### src/rtl/cpu_ctrl_pkg.sv
// Shared encodings for the multi-cycle control path: state enum, opcode
// classes and the ALU mux/operation select values.
package cpu_ctrl_pkg;

    typedef enum logic [3:0] {
        ST_FETCH,
        ST_DECODE,
        ST_MEM_ADDR,
        ST_MEM_RD,
        ST_MEM_WB,
        ST_MEM_WR,
        ST_EXEC_R,
        ST_ALU_WB,
        ST_BRANCH,
        ST_TRAP
    } state_e;

    localparam logic [4:0] OP_RTYPE  = 5'b01100;
    localparam logic [4:0] OP_LOAD   = 5'b00000;
    localparam logic [4:0] OP_STORE  = 5'b01000;
    localparam logic [4:0] OP_BRANCH = 5'b11000;

    localparam logic [1:0] SRCB_REG  = 2'b00;
    localparam logic [1:0] SRCB_FOUR = 2'b01;
    localparam logic [1:0] SRCB_IMM  = 2'b10;

    localparam logic [1:0] ALUOP_ADD   = 2'b00;
    localparam logic [1:0] ALUOP_SUB   = 2'b01;
    localparam logic [1:0] ALUOP_FUNCT = 2'b10;

endpackage

### src/rtl/opcode_class.sv
// Classifies the decoded opcode bits into one-hot instruction classes;
// anything outside the supported subset raises is_bad_o.
module opcode_class
    import cpu_ctrl_pkg::*;
(
    input  logic [4:0] opcode_i,
    output logic       is_r_o,
    output logic       is_ld_o,
    output logic       is_st_o,
    output logic       is_br_o,
    output logic       is_bad_o
);

    always_comb begin
        is_r_o   = (opcode_i == OP_RTYPE);
        is_ld_o  = (opcode_i == OP_LOAD);
        is_st_o  = (opcode_i == OP_STORE);
        is_br_o  = (opcode_i == OP_BRANCH);
        is_bad_o = !(is_r_o || is_ld_o || is_st_o || is_br_o);
    end

endmodule

### src/rtl/multicycle_control_fsm.sv
// Multi-cycle sequencer for the R-type/lw/sw/beq datapath: steps through
// fetch, decode and execute phases, stalling on the memory ready handshake.
module multicycle_control_fsm
    import cpu_ctrl_pkg::*;
(
    input  logic       clk,
    input  logic       rst,
    input  logic [6:0] inst,
    input  logic       zero,
    input  logic       mem_ready,
    output logic       pc_write,
    output logic       ir_write,
    output logic       reg_write,
    output logic       mem_read,
    output logic       mem_write,
    output logic       iord,
    output logic       mem_to_reg,
    output logic       alu_src_a,
    output logic [1:0] alu_src_b,
    output logic [1:0] alu_op,
    output logic       pc_src,
    output logic       illegal,
    output logic       retire
);

    state_e state_q, state_d;
    logic   illegal_q, illegal_d;
    logic   is_r, is_ld, is_st, is_br, is_bad;
    logic   unused_inst_bits;

    assign unused_inst_bits = ^inst[1:0];

    opcode_class u_opcode_class (
        .opcode_i (inst[6:2]),
        .is_r_o   (is_r),
        .is_ld_o  (is_ld),
        .is_st_o  (is_st),
        .is_br_o  (is_br),
        .is_bad_o (is_bad)
    );

    always_ff @(posedge clk) begin
        if (rst) begin
            state_q   <= ST_FETCH;
            illegal_q <= 1'b0;
        end else begin
            state_q   <= state_d;
            illegal_q <= illegal_d;
        end
    end

    always_comb begin
        state_d   = state_q;
        illegal_d = illegal_q;
        unique case (state_q)
            ST_FETCH:    if (mem_ready) state_d = ST_DECODE;
            ST_DECODE: begin
                if (is_r)                state_d = ST_EXEC_R;
                else if (is_ld || is_st) state_d = ST_MEM_ADDR;
                else if (is_br)          state_d = ST_BRANCH;
                else                     state_d = ST_TRAP;
                if (is_bad) illegal_d = 1'b1;
            end
            // inst is held stable by the IR, so this cannot miss; TRAP is a safe fallback.
            ST_MEM_ADDR: begin
                if (is_ld)      state_d = ST_MEM_RD;
                else if (is_st) state_d = ST_MEM_WR;
                else begin
                    state_d   = ST_TRAP;
                    illegal_d = 1'b1;
                end
            end
            ST_MEM_RD:   if (mem_ready) state_d = ST_MEM_WB;
            ST_MEM_WB:   state_d = ST_FETCH;
            ST_MEM_WR:   if (mem_ready) state_d = ST_FETCH;
            ST_EXEC_R:   state_d = ST_ALU_WB;
            ST_ALU_WB:   state_d = ST_FETCH;
            ST_BRANCH:   state_d = ST_FETCH;
            ST_TRAP:     state_d = ST_TRAP;
            default:     state_d = ST_FETCH;
        endcase
    end

    // rst gates every output so nothing is written on the reset cycle.
    always_comb begin
        pc_write   = 1'b0;
        ir_write   = 1'b0;
        reg_write  = 1'b0;
        mem_read   = 1'b0;
        mem_write  = 1'b0;
        iord       = 1'b0;
        mem_to_reg = 1'b0;
        alu_src_a  = 1'b0;
        alu_src_b  = SRCB_REG;
        alu_op     = ALUOP_ADD;
        pc_src     = 1'b0;
        illegal    = 1'b0;
        retire     = 1'b0;
        if (!rst) begin
            illegal = illegal_q;
            unique case (state_q)
                ST_FETCH: begin
                    mem_read  = 1'b1;
                    alu_src_b = SRCB_FOUR;
                    ir_write  = mem_ready;
                    pc_write  = mem_ready;
                end
                ST_DECODE: begin
                    alu_src_b = SRCB_IMM;
                end
                ST_MEM_ADDR: begin
                    alu_src_a = 1'b1;
                    alu_src_b = SRCB_IMM;
                end
                ST_MEM_RD: begin
                    mem_read = 1'b1;
                    iord     = 1'b1;
                end
                ST_MEM_WB: begin
                    reg_write  = 1'b1;
                    mem_to_reg = 1'b1;
                    retire     = 1'b1;
                end
                ST_MEM_WR: begin
                    mem_write = 1'b1;
                    iord      = 1'b1;
                    retire    = mem_ready;
                end
                ST_EXEC_R: begin
                    alu_src_a = 1'b1;
                    alu_op    = ALUOP_FUNCT;
                end
                ST_ALU_WB: begin
                    reg_write = 1'b1;
                    retire    = 1'b1;
                end
                ST_BRANCH: begin
                    alu_src_a = 1'b1;
                    alu_op    = ALUOP_SUB;
                    pc_src    = 1'b1;
                    pc_write  = zero;
                    retire    = 1'b1;
                end
                ST_TRAP: begin
                    illegal = 1'b1;
                end
                default: ;
            endcase
        end
    end

endmodule
### config.mk
export PLATFORM = sky130hd
export DESIGN_NAME = multicycle_control_fsm
export DESIGN_NICKNAME = d
export VERILOG_FILES = /design/src/rtl/cpu_ctrl_pkg.sv /design/src/rtl/opcode_class.sv /design/src/rtl/multicycle_control_fsm.sv
export SDC_FILE = /design/constraint.sdc
export NUM_CORES = 1
export LEC_CHECK = 0
export ABC_AREA = 1
export BUFFER_PORTS_ARGS = -buffer_cell sky130_fd_sc_hd__buf_2
export CAP_MARGIN = 20
export CORE_MARGIN = 3
export CORE_UTILIZATION = 43
export CTS_BUF_LIST = sky130_fd_sc_hd__clkbuf_16
export CTS_CLUSTER_SIZE = 40
export DETAILED_ROUTE_END_ITERATION = 6
export HOLD_SLACK_MARGIN = 0.12
export PLACE_DENSITY = 0.84
export SETUP_SLACK_MARGIN = 0.3
export SYNTH_ARGS = -nofsm -noshare
export SYNTH_HDL_FRONTEND = slang
export SYNTH_SLANG_ARGS = --single-unit
### constraint.sdc
create_clock -name clk -period 1.4 [get_ports clk]
set_clock_uncertainty 0.05 [all_clocks]
set_input_delay 0.14 -clock clk [delete_from_list [all_inputs] [get_ports clk]]
set_output_delay 0.14 -clock clk [all_outputs]
set_load 0.05 [all_outputs]
==> results.cfg, run 1 <==
[outcome]
outcome = aborted with a tool error
stop_stage = clock tree synthesis (4_1_cts)
first-error = [ERROR DPL-0038] Utilization greater than 100%, impossible to legalize

[placement]
placed_cells = 142
hpwl_um = 1348
post_dp_cell_area_sq_um = 888.4
gp_congestion = 0.7884
portBuffers = 23

[floorplanning]
die_h_um = 42.07
fp.dieW_um = 42.07
initial_utilization_pct = 48.38
io_pins = 26
rows = 12

[cts]
cts_max_path_buffers = 2
root_buffer = clkbuf_16
htreeDepth = 1
cts-resized-gates = 50
ctsHoldBuffers = 0
post-cts-setup-buffer-count = 6
cts_num_sinks = 5
cts_inserted_buffers = 3

[yosys]
ys_types = 23
ys_seq_area_share_pct = 17.90
ys_ff_latch = 5
synth_area_sq_um = 559.3
synth.avg_cell_area_sq_um = 5.483
yosysTopAreaCell = dfxtp_1
yosys-top-cells-area = dfxtp_1 (18%), nor2_1 (14%), nand2_1 (13%)
ys_warn_count = 0
syn_inst = 102
synth_top_area_share_pct = 17.90
synth_fp_nets = 113
-- cell usage after synthesis --
master,number
nand2_2,2
inv_2,3
nor2_2,1
nor3_1,2
buf_4,1
nand2_1,20
nand3_2,1
o211ai_1,1
a31oi_1,2
nor2_8,1
o21bai_1,1
nand3_1,5
o21ai_0,5
dfxtp_1,5
nor2_4,1
a211o_1,1
a21oi_1,7
o21ai_1,1
a21oi_2,2
inv_1,17
buf_2,1
nor2_1,21
buf_1,1
-- stage by stage --
stage,worst slack (ps),TNS [ps],utilization [%],hold slack [ps]
3_5_place_dp,-20.65,-20.65,76.84,469.5
2_1_floorplan,-23.20,-34.97,-,270.4
3_3_place_gp,3.078,0,76.84,460.6
-- logic make-up after synthesis --
group | count (synthesis) | synth area share [%]
buffers and inverters | 23 | 16.33
and+or+nand+nor | 54 | 44.52
DFF | 5 | 17.90
AOI/OAI and AO/OA | 20 | 21.25
==> run 2, diff against run 1 <==
Settings changed: CORE_AREA from default to 3 3 64 66, CORE_MARGIN 3 to default, CORE_UTILIZATION 43 to default, CTS_BUF_LIST sky130_fd_sc_hd__clkbuf_16 to default, CTS_CLUSTER_SIZE 40 to default, DIE_AREA from default to 0 0 67 69, HOLD_SLACK_MARGIN 0.12 to default, PLACE_DENSITY 0.84 to default, PLACE_DENSITY_LB_ADDON from default to 0.15, SETUP_SLACK_MARGIN 0.3 to default.
==> run 2 against run 1 <==
Compared with the run above:
- the flow now finishes, with violations (setup timing)
- synthesized cell count unchanged
- synthesized area stayed put
==> results.cfg, run 2 <==
[outcome]
outcome = complete, but fails checks
violations = setup timing

[global_route]
grtUsageTotal_pct = 9.014
grt_pass1_wl_um = 3339
grt_pass1_vias = 775
antenna_found_initial = 0
grt_max_degree = 10
gr-total-overflow = 0

[power_and_ir_drop]
leakage_uw = 0.0005666
p_sw_uw = 497.0
p_seq_share_pct = 16.5
combPwrFrac_pct = 61.1
pwr-share-clk_pct = 22.4
power.internal_uw = 650.8
swShare_pct = 43.30
finalPower_uw = 1148
power_density_mw_per_mm2 = 953.7
vdd_drop_max_uv = 229.5

[worst_setup_path]
rrSetupSlack_ps = -40
slowest_stage = dfxtp_2
crit_chain = inv_2, nand2_4, inv_4, nand2_4, nor2_4, a211o_4, buf_8
crit_start = state_q[3]
cp.arrival_ps = 1370
criticalPathCategory = reg -> out
r2r-start = state_q[1]
critPathLaunchType = flip-flop
critPathCapture = retire
cp_max_fo = 4
worstPathRequired_ps = 1210
reg2reg_to = state_q[0]
cpPeakStageDelay_ps = 350
reg2reg_depth = 10
cp_common_cell = nand2_4
end_kind = output pin

[placement]
portBuffers = 23
placed_cells = 184
hpwl_um = 1574
gp_congestion = 0.7719
post_dp_cell_area_sq_um = 917.1

[floorplanning]
die_h_um = 69
dieArea_sq_mm = 0.004623
io_pins = 26
fp.dieW_um = 67
core-area_sq_mm = 0.003633
rows = 22
initial_utilization_pct = 15.39

[yosys]
ys_warn_count = 0
async_flop_share_pct = 0
ys_ff_latch = 5
ys_seq_area_share_pct = 17.90
synth_area_sq_um = 559.3
synth_fp_nets = 113
synth.avg_cell_area_sq_um = 5.483
synth-edff-count = 0
synth_top_area_share_pct = 17.90
syn_inst = 102
synthTopCellsByCount = nor2_1 (21), nand2_1 (20), inv_1 (17)
ys_types = 23
yosysMostFrequentCell = nor2_1
yosys-top-cells-area = dfxtp_1 (18%), nor2_1 (14%), nand2_1 (13%)
ys.flop_type = dfxtp_1
yosysTopAreaCell = dfxtp_1

[cts]
htreeDepth = 1
root_buffer = clkbuf_8
ctsHoldBuffers = 0
cts_tree = built
cts.clk_slew.worst_paths_ps = 30
cts_inserted_buffers = 3
cts_num_sinks = 5
clk_latency_ps = 220
cts_max_path_buffers = 2

[sta]
layout_min_cycle_time_ps = 1564
period_share_pct = 111.7
worst_pin_slew_ps = 330.7
grt_setup_unrepaired = yes
setup_viol = 14
finalHoldViolCount = 0
hold_slack_ps = 216.8
timing.final.ws_setup_ps = -164.4
slew_viol_final = 0
max_freq_ghz = 0.6392
slew-limit-headroom_pct = 77.86

[final_layout]
fin_area_sq_mm = 0.001204
nets = 156
top_register = state_q
top_regs = state_q: 4 flops, illegal_q: 1 flops
drive_gt1_share_pct = 63.89
mostFrequentLayoutCells = nand2_1 (16), buf_4 (16), buf_6 (12)
area_delta_synth_final_pct = 115.2
n_antenna_cell = 0
instances_no_fill = 192
post-route-util_pct = 33.13
largest_register_ffs = 4

[routing]
route.detailed.wl_per_inst_um = 9.969
avgViaCountPerCell = 3.969
first_pass_iters = 4
drtIter0Drc = 12
drtAntennaViolNets = 0
wl_um = 1914
num_vias = 762
drc = 0

[worst_hold_path]
hold_depth = 2
worstHoldPathType = in -> reg

[job]
maxCapViolations = 0
## run 2: worst min-delay path by stage
| stage | start | to |
|---|---|---|
| 3_5_place_dp | rst | state_q[0] |
| 3_3_place_gp | illegal_q | illegal_q |
| 2_1_floorplan | mem_ready | state_q[2] |
| 5_1_grt | rst | state_q[0] |
| 6_report | rst | state_q[0] |
| 4_1_cts | rst | state_q[0] |
## run 2: cells by family (layout without fill, tap and decap cells)
kind of cell / Yosys count / count (layout) / synth area share (%)
simple gates: 54 / 54 / 44.52
buf+inv: 23 / 65 / 16.33
compound gates: 20 / 20 / 21.25
flops: 5 / 5 / 17.90
## run 2: stage by stage
step	setup TNS [ps]	setup slack, ps
floorplan	-534.0	-303.0
global placement	-214.3	-74.07
detailed placement	-212.5	-74.09
CTS	-1486	-178.2
global route	-2541	-229.0
finish	-1093	-164.4
## run 2: power by group through the flow
stage / combinational (uW) / clock [uW] / sequential (uW)
after global placement: 553 / 0 / 179
after global routing: 756 / 278 / 192
after CTS: 661 / 268 / 180
after detailed placement: 549 / 0 / 179
final: 701 / 258 / 189
after floorplan: 388 / 0 / 178
## run 2: layout make-up
| type | instances | area (sq um) |
|---|---|---|
| fillers | 411 | 2430 |
| inverters | 20 | 80.08 |
| multi-input cells | 74 | 535.5 |
| repair buffers | 41 | 375.4 |
| flip-flops and latches | 5 | 107.6 |
| clock buffers | 4 | 45.04 |
| well taps | 48 | 60.06 |
## run 2: layer usage
metal	share of wire, %	wire, um	GRT usage (%)
met3	6.7	129	2.443
met4	0	0	2.703
met5	0	0	0
met1	43	826	11.19
met2	50	958	14.85
## run 2: worst max-delay path: cells and delay by family (launching register included)
kind | cells | cell delay (ps)
flip-flops | 1 | 350
AO/OA/AOI/OAI | 1 | 340
buffers and inverters | 3 | 250
AND/OR/NAND/NOR | 3 | 200
## run 2: repair_timing
action | 4_1_cts | 5_1_grt
cloned | 0 | 0
buffers inserted | 3 | 1
endpoints found under the setup margin | 15 | 20
pin swaps | 7 | 5
resized for setup | 53 | 19
Power figures use the tool's default switching activity.
